### src/rtl/sirv_gnrl_sfifo_if.sv
// Valid/ready handshake bundle for sirv_gnrl_sfifo: producer side (i_*),
// consumer side (o_*) and occupancy status.
interface sirv_gnrl_sfifo_if #(
  parameter int DP = 4,
  parameter int DW = 32
);
  localparam int CW = $clog2(DP + 1);

  logic          i_vld;
  logic          i_rdy;
  logic [DW-1:0] i_dat;
  logic          o_vld;
  logic          o_rdy;
  logic [DW-1:0] o_dat;
  logic [CW-1:0] cnt;
  logic          full;
  logic          empty;

  modport master (
    output i_vld, i_dat, o_rdy,
    input  i_rdy, o_vld, o_dat, cnt, full, empty
  );

  modport slave (
    input  i_vld, i_dat, o_rdy,
    output i_rdy, o_vld, o_dat, cnt, full, empty
  );
endinterface

### src/rtl/sirv_gnrl_sfifo.sv
// Synchronous valid/ready FIFO over DP load-enabled, zero-reset entries.
// Handshake outputs depend only on registered occupancy.
module sirv_gnrl_sfifo #(
  parameter int DP = 4,
  parameter int DW = 32
) (
  input logic              clk,
  input logic              rst_n,
  sirv_gnrl_sfifo_if.slave bus
);
  localparam int CW = $clog2(DP + 1);
  localparam int PW = (DP > 1) ? $clog2(DP) : 1;

  logic [DW-1:0] r_mem [DP];
  logic [PW-1:0] r_wptr;
  logic [PW-1:0] r_rptr;
  logic [CW-1:0] r_cnt;

  logic          w_full;
  logic          w_empty;
  logic          w_push;
  logic          w_pop;
  logic [DP-1:0] w_wen;
  logic [PW-1:0] w_wptr_nxt;
  logic [PW-1:0] w_rptr_nxt;
  logic [CW-1:0] w_cnt_nxt;

  assign w_full  = (r_cnt == CW'(DP));
  assign w_empty = (r_cnt == '0);
  assign w_push  = bus.i_vld & ~w_full;
  assign w_pop   = bus.o_rdy & ~w_empty;

  always_comb begin
    w_wen = '0;
    for (int unsigned k = 0; k < DP; k++) begin
      w_wen[k] = w_push && (r_wptr == PW'(k));
    end
  end

  // Explicit wrap so non power-of-two depths never index past DP-1.
  always_comb begin
    w_wptr_nxt = r_wptr;
    w_rptr_nxt = r_rptr;
    if (w_push) w_wptr_nxt = (r_wptr == PW'(DP - 1)) ? '0 : r_wptr + 1'b1;
    if (w_pop)  w_rptr_nxt = (r_rptr == PW'(DP - 1)) ? '0 : r_rptr + 1'b1;
  end

  always_comb begin
    w_cnt_nxt = r_cnt;
    case ({w_push, w_pop})
      2'b10:   w_cnt_nxt = r_cnt + 1'b1;
      2'b01:   w_cnt_nxt = r_cnt - 1'b1;
      default: w_cnt_nxt = r_cnt;
    endcase
  end

  always_ff @(posedge clk) begin
    if (!rst_n) begin
      r_wptr <= '0;
      r_rptr <= '0;
      r_cnt  <= '0;
      for (int unsigned k = 0; k < DP; k++) r_mem[k] <= '0;
    end else begin
      r_wptr <= w_wptr_nxt;
      r_rptr <= w_rptr_nxt;
      r_cnt  <= w_cnt_nxt;
      for (int unsigned k = 0; k < DP; k++) begin
        if (w_wen[k]) r_mem[k] <= bus.i_dat;
      end
    end
  end

  assign bus.i_rdy = ~w_full;
  assign bus.o_vld = ~w_empty;
  assign bus.o_dat = r_mem[r_rptr];
  assign bus.cnt   = r_cnt;
  assign bus.full  = w_full;
  assign bus.empty = w_empty;
endmodule
### src/flat_wrapper.sv
// flat-port wrapper written by rule: the top's interface ports become plain ports
module sirv_gnrl_sfifo_flat 
#(
  parameter int DP = 4,
  parameter int DW = 32
)
  (clk, rst_n, bus_i_vld, bus_i_dat, bus_o_rdy, bus_i_rdy, bus_o_vld, bus_o_dat, bus_cnt, bus_full, bus_empty);
  sirv_gnrl_sfifo_if #(.DP(DP), .DW(DW)) bus_i ();
  input logic clk;
  input logic rst_n;
  input wire logic [$bits(bus_i.i_vld)-1:0] bus_i_vld;
  input wire logic [$bits(bus_i.i_dat)-1:0] bus_i_dat;
  input wire logic [$bits(bus_i.o_rdy)-1:0] bus_o_rdy;
  output wire logic [$bits(bus_i.i_rdy)-1:0] bus_i_rdy;
  output wire logic [$bits(bus_i.o_vld)-1:0] bus_o_vld;
  output wire logic [$bits(bus_i.o_dat)-1:0] bus_o_dat;
  output wire logic [$bits(bus_i.cnt)-1:0] bus_cnt;
  output wire logic [$bits(bus_i.full)-1:0] bus_full;
  output wire logic [$bits(bus_i.empty)-1:0] bus_empty;
  assign bus_i.i_vld = bus_i_vld;
  assign bus_i.i_dat = bus_i_dat;
  assign bus_i.o_rdy = bus_o_rdy;
  assign bus_i_rdy = bus_i.i_rdy;
  assign bus_o_vld = bus_i.o_vld;
  assign bus_o_dat = bus_i.o_dat;
  assign bus_cnt = bus_i.cnt;
  assign bus_full = bus_i.full;
  assign bus_empty = bus_i.empty;
  sirv_gnrl_sfifo #(.DP(DP), .DW(DW)) u_core (.clk(clk), .rst_n(rst_n), .bus(bus_i));
endmodule
### config.mk
export PLATFORM = sky130hd
export DESIGN_NAME = sirv_gnrl_sfifo_flat
export DESIGN_NICKNAME = d
export VERILOG_FILES = /design/src/rtl/sirv_gnrl_sfifo_if.sv /design/src/rtl/sirv_gnrl_sfifo.sv /design/src/flat_wrapper.sv
export SDC_FILE = /design/constraint.sdc
export NUM_CORES = 1
export LEC_CHECK = 0
export ABC_AREA = 1
export CAP_MARGIN = 20
export CORE_UTILIZATION = 59
export CTS_BUF_LIST = sky130_fd_sc_hd__clkbuf_16
export DETAILED_ROUTE_END_ITERATION = 8
export PLACE_DENSITY = 0.84
export SYNTH_ARGS = -nofsm -noshare
export SYNTH_HDL_FRONTEND = slang
export SYNTH_SLANG_ARGS = --single-unit
### constraint.sdc
create_clock -name clk -period 3.05 [get_ports clk]
set_input_delay 0.305 -clock clk [delete_from_list [all_inputs] [get_ports clk]]
set_output_delay 0.305 -clock clk [all_outputs]
set_load 0.1 [all_outputs]
* Word-level counts from Yosys, hierarchy flattened
Memory sizes are Yosys's and may differ from the RTL's. A register that Yosys moved wholly into a read port is not among the register bits.
Index checks and enable logic that the tools add are counted.
** Storage, ports and cells
- Register bits :: 7
- Memory bits (writable) :: 128
- Input bits :: 36
- Output and inout bits :: 39
- Word-level logic and storage cells :: 52
- Memories kept :: 1
** Operators by class
- $add $sub $neg :: 4
- Equality and inequality tests :: 7
- Muxes and demuxes :: 22
- Bitwise operators :: 8
- Reduce and logical (&&, ||, !) cells :: 7
** Memory list
- u_core.r_mem :: depth 4, width 32, read ports 1, clocked after memory_dff 1, wr ports 4, line sirv_gnrl_sfifo.sv:14 : logic [DW-1:0] r_mem [DP];
** Operator list (count)
- $mux 32 :: 4
- $mux 1 :: 13
- $eq 2x2->1 const B :: 4
- $mux 2 :: 4
- $pmux 3 s2 :: 1
- $add 2x1->2 const B :: 2
- $eq 2x1->1 const B :: 2
- $logic_and 1x1->1 :: 4
- $or 1x1->1 :: 4
- $add 3x1->3 const B :: 1
- $eq 3x3->1 const B :: 1
- $logic_not 3->1 :: 1
- $sub 3x1->3 const B :: 1
- $and 1x1->1 :: 2
- $logic_not 2->1 :: 1
- $not 1->1 :: 2
- $reduce_bool 2->1 :: 1

* Logic depth before layout (Yosys ltp)
- Word-level depth :: 8
- Mapped depth :: 13
- Depth with buffers taken out :: 13

* Worst setup path before layout
Ideal clock, no wire load.
- Path type :: register to register
- Start :: register u_core.r_cnt[2], in the netlist u_core.bus.cnt[2]
- End :: register u_core.r_cnt[2], in the netlist u_core.bus.cnt[2]
- Setup time :: 114 ps
- Arrival time :: 3741 ps
- Required time :: 2936 ps
- Setup slack :: -805 ps
- Cell stages (with the launch flop) :: 14
- Path buffers :: 0
- Clock period less this slack :: 3855 ps
- Cell sequence :: dfxtp_1 > inv_1 > nand2_1 > inv_1 > nor2_1 > ha_1 > inv_1 > fa_1 > inv_1 > nand2_1 > nand3_1 > nand2_1 > nand2_1 > nor2_1
** On the way
- Cells in the longest elaborated chain, start to end :: 5
- Elaborated cells on any way between the ends :: 12
- Those cells by class :: 2 x add/sub; 3 x eq/ne; 1 x mux; 4 x bitwise; 2 x reduce/logical
** Ends and longest elaborated chain
- start, declared :: line sirv_gnrl_sfifo.sv:17 : logic [CW-1:0] r_cnt;
- start signal, assigned :: line sirv_gnrl_sfifo.sv:66 : r_cnt <= w_cnt_nxt;
- $logic_not 3->1 * :: line sirv_gnrl_sfifo.sv:29 : assign w_empty = (r_cnt == '0);
- $not 1->1 *
- named net bus_o_vld :: line flat_wrapper.sv:15 : output wire logic [$bits(bus_i.o_vld)-1:0] bus_o_vld;
- $and 1x1->1 * :: line sirv_gnrl_sfifo.sv:31 : assign w_pop = bus.o_rdy & ~w_empty;
- $eq 2x1->1 / $eq 2x2->1 (equally long branches) :: line sirv_gnrl_sfifo.sv:50 : case ({w_push, w_pop})
- $pmux 3 s2 / $reduce_bool 2->1 (equally long branches)
Mark *: on every way through the listed nets, which the timed path passes. The rest lies on a longest branch.
A chain may end at the register's enable or synchronous reset.

==> flow_summary.yaml <==
run_status:
  outcome: "finished clean"
synthesis:
  synth-adder-area-share_pct: 1.60
  syn_area_per_cell_um2: 10.7
  synth_nets: 599
  synth.yosys.seq_area_share_pct: 67.9
  yosys_warnings: 0
  synth_top_family_by_area: "simple AND/OR/NAND/NOR gates"
  synth-compound-area-share_pct: 9.46
  synthSimpleGateAreaFrac_pct: 15.2
  synthMuxAreaShare_pct: 0
  yosys.area_share.xor_xnor_pct: 0
  netlist_instances: 556
  ys_seq_elements: 137
  yosys.cell_types.count: 22
  synth_area_um2: 5930
place:
  place_area_um2: 7140
  dpl.cell_count: 741
  routabilityCongestion: 0.784
  portBuffers: 74
  detailedPlace.worstSlack_ns: 0.782
  hpwl_um: 7750
final_layout:
  mostFrequentLayoutCells: "nor2_1 (199), edfxtp_1 (128), o21ai_0 (63)"
  area_delta_synth_final_pct: 31.5
  final_common_cell: "nor2_1"
  antenna_cells: 0
  fin_area_um2: 7790
  nets: 670
  drive_above_1_share_pct: 13.8
  fin_cells: 773
clock_tree:
  tritoncts: "done"
  h-tree-depth: 4
  clock-root-buffer: "clkbuf_16"
  clk_pin_slew_ns: 0.06
  insertion_delay_ns: 0.42
  cts.hold.buffers_added: 0
  cts_sinks: 137
  post_cts_resized: 0
  postCtsSetupBuffers: 0
  clock_path_buffers: 2
  cts_made_buffers: 17
setup_path:
  cpPeakStageDelay_ns: 0.41
  worst_ep_arrival_time_ns: 2.25
  r2r_cells: 12
  timing.critical_path.cells: "inv_2 -> buf_4 -> o21ai_0 -> o22ai_1 -> buf_12"
  regToRegSetupSlack_ns: 0.95
  cp.required_ns: 2.74
  cp_max_fo: 31
  worstReg2RegStart: "u_core.bus.cnt[0]"
  criticalPathCategory: "register to output port"
  r2r_end: "u_core.bus.cnt[2]"
  crit_path_end_kind: "output port"
  setup.worst_path.start_class: "register"
  cp_slowest_cell: "o22ai_1"
pwr:
  power.leakage_nw: 3.18
  power_density_nw_per_um2: 1200
  p_clk_share_pct: 24.3
  ir_worst_vdd_uv: 1550
  p_int_mw: 5.20
  p_total_mw: 9.35
  p_sw_share_pct: 44.4
  switchingPower_mw: 4.15
  pwr-share-comb_pct: 50.4
  p_seq_share_pct: 25.3
grt:
  grt-busiest-layer: "met2"
  groute.layer.met2.usage_pct: 51.3
  grt_pass1_vias: 4538
  gr-total-overflow: 0
  use_met1_pct: 34.3
  track_usage_pct: 29.8
  grt_pass1_wl_um: 22300
  use_met3_pct: 6.57
  antenna_found_initial: 0
  grt_start_max_net_pins: 65
hold_path:
  hold_end: "u_core.r_wptr[1]"
  whs_path_depth: 2
  min-delay-start: "u_core.r_wptr[1]"
  hold_class: "register to register"
timing:
  fin_crit_sh_pct: 83.9
  final.setup.worst_slack_ns: 0.492
  relSlewSlack_pct: 35.5
  worstMarginPinSlew_ns: 0.965
  fin_skew_ns: 0.00455
  finalSetupTns_ns: 0
  final_hold_viol_count: 0
  min_period_ns: 2.56
  final-setup-viol-count: 0
  fmax_ghz: 0.391
  rsz0062_at_grt: "false"
  maxSlewViolCount: 0
run:
  max_cap_viol_count: 0
detailed_routing:
  via_count: 4470
  post_drt_wl_per_cell_um: 18.6
  drtAntennaViolNets: 0
  first_pass_iters: 4
  drt-initial-drc-count: 364
  avgViaCountPerCell: 5.78
  routed_wl_um: 14400
  drc: 0
floorplan:
  start_util_pct: 60.6
  pin_count: 75
  core_region_area_um2: 9770
  die-area_um2: 10400
  die_h_um: 102
  fp.dieW_um: 102
  core.rowCount: 36
==> layer usage <==
| metal | vias up | routed length (um) |
|---|---|---|
| met4 | 0 | 555 |
| li1 | 2039 | - |
| met2 | 262 | 7530 |
| met5 | - | 0 |
| met3 | 54 | 1210 |
| met1 | 2115 | 5080 |
==> cell families after synthesis <==
group	count (synthesis)
compound gates	104
fa+ha+maj	7
buf+inv	80
flops	137
simple gates	228
==> synth_stat cells, drive strengths merged <==
cell type	count	share of area [%]
nor2	199	13
edfxtp	128	65
o21ai	66	5.6
inv	46	2.9
o22ai	32	3.4
buf	22	2.2
nand2	15	0.99
clkbuf	12	0.76
dfxtp	9	3.0
nand3	8	0.68
a21oi	6	0.51
ha	6	1.3
nand4	4	0.68
fa	1	0.34
nand3b	1	0.13
or2	1	0.11
==> worst max path at each step <==
| stage | startpoint | end | slack, ns |
|---|---|---|---|
| 6_report | register | bus_o_dat[2] | 0.49 |
| 5_1_grt | register | bus_o_dat[2] | 0.45 |
| 3_3_place_gp | bus_i_vld | u_core.bus.cnt[2] | 0.83 |
| 3_5_place_dp | bus_i_vld | u_core.bus.cnt[2] | 0.78 |
| 4_1_cts | register | bus_o_dat[2] | 0.55 |
| 2_1_floorplan | u_core.bus.cnt[2] | u_core.bus.cnt[2] | 0.13 |
==> through the flow <==
stage | util [%] | hold WS (ns)
after global placement | 73.0 | 0.490
after floorplan | - | 0.469
after global routing | 79.7 | 0.551
after CTS | 79.7 | 0.522
after detailed placement | 73.0 | 0.521
final | 79.7 | 0.524
==> flip-flops by register name (all words and copies together), names as in the netlist, named ones only <==
| register | count |
|---|---|
| u_core.r_mem | 128 |
| u_core.bus.cnt | 3 |
| u_core.r_rptr | 2 |
| u_core.r_wptr | 2 |
==> critical path, delay by kind of cell, from the launching register on <==
| kind | cells | cell delay [ns] |
|---|---|---|
| buffers and inverters | 3 | 0.95 |
| AOI/OAI and AO/OA | 2 | 0.55 |
| DFF | 1 | 0.32 |
==> area by class of cell <==
class	count	area [um^2]
flip-flops and latches	137	4030
fillers	539	1980
multi-input cells	339	1560
repair buffers	86	1200
clock buffers	17	425
clock inverters	15	230
inverters	46	176
well taps	133	166
==> power by group through the flow <==
stage / clock [mW] / sequential, mW / combinational, mW
4_1_cts: 2.27 / 2.36 / 4.72
5_1_grt: 2.36 / 2.38 / 4.88
2_1_floorplan: 0 / 2.50 / 2.97
3_5_place_dp: 0 / 2.40 / 4.67
6_report: 2.27 / 2.37 / 4.72
3_3_place_gp: 0 / 2.38 / 4.60
Power figures use the tool's default switching activity.
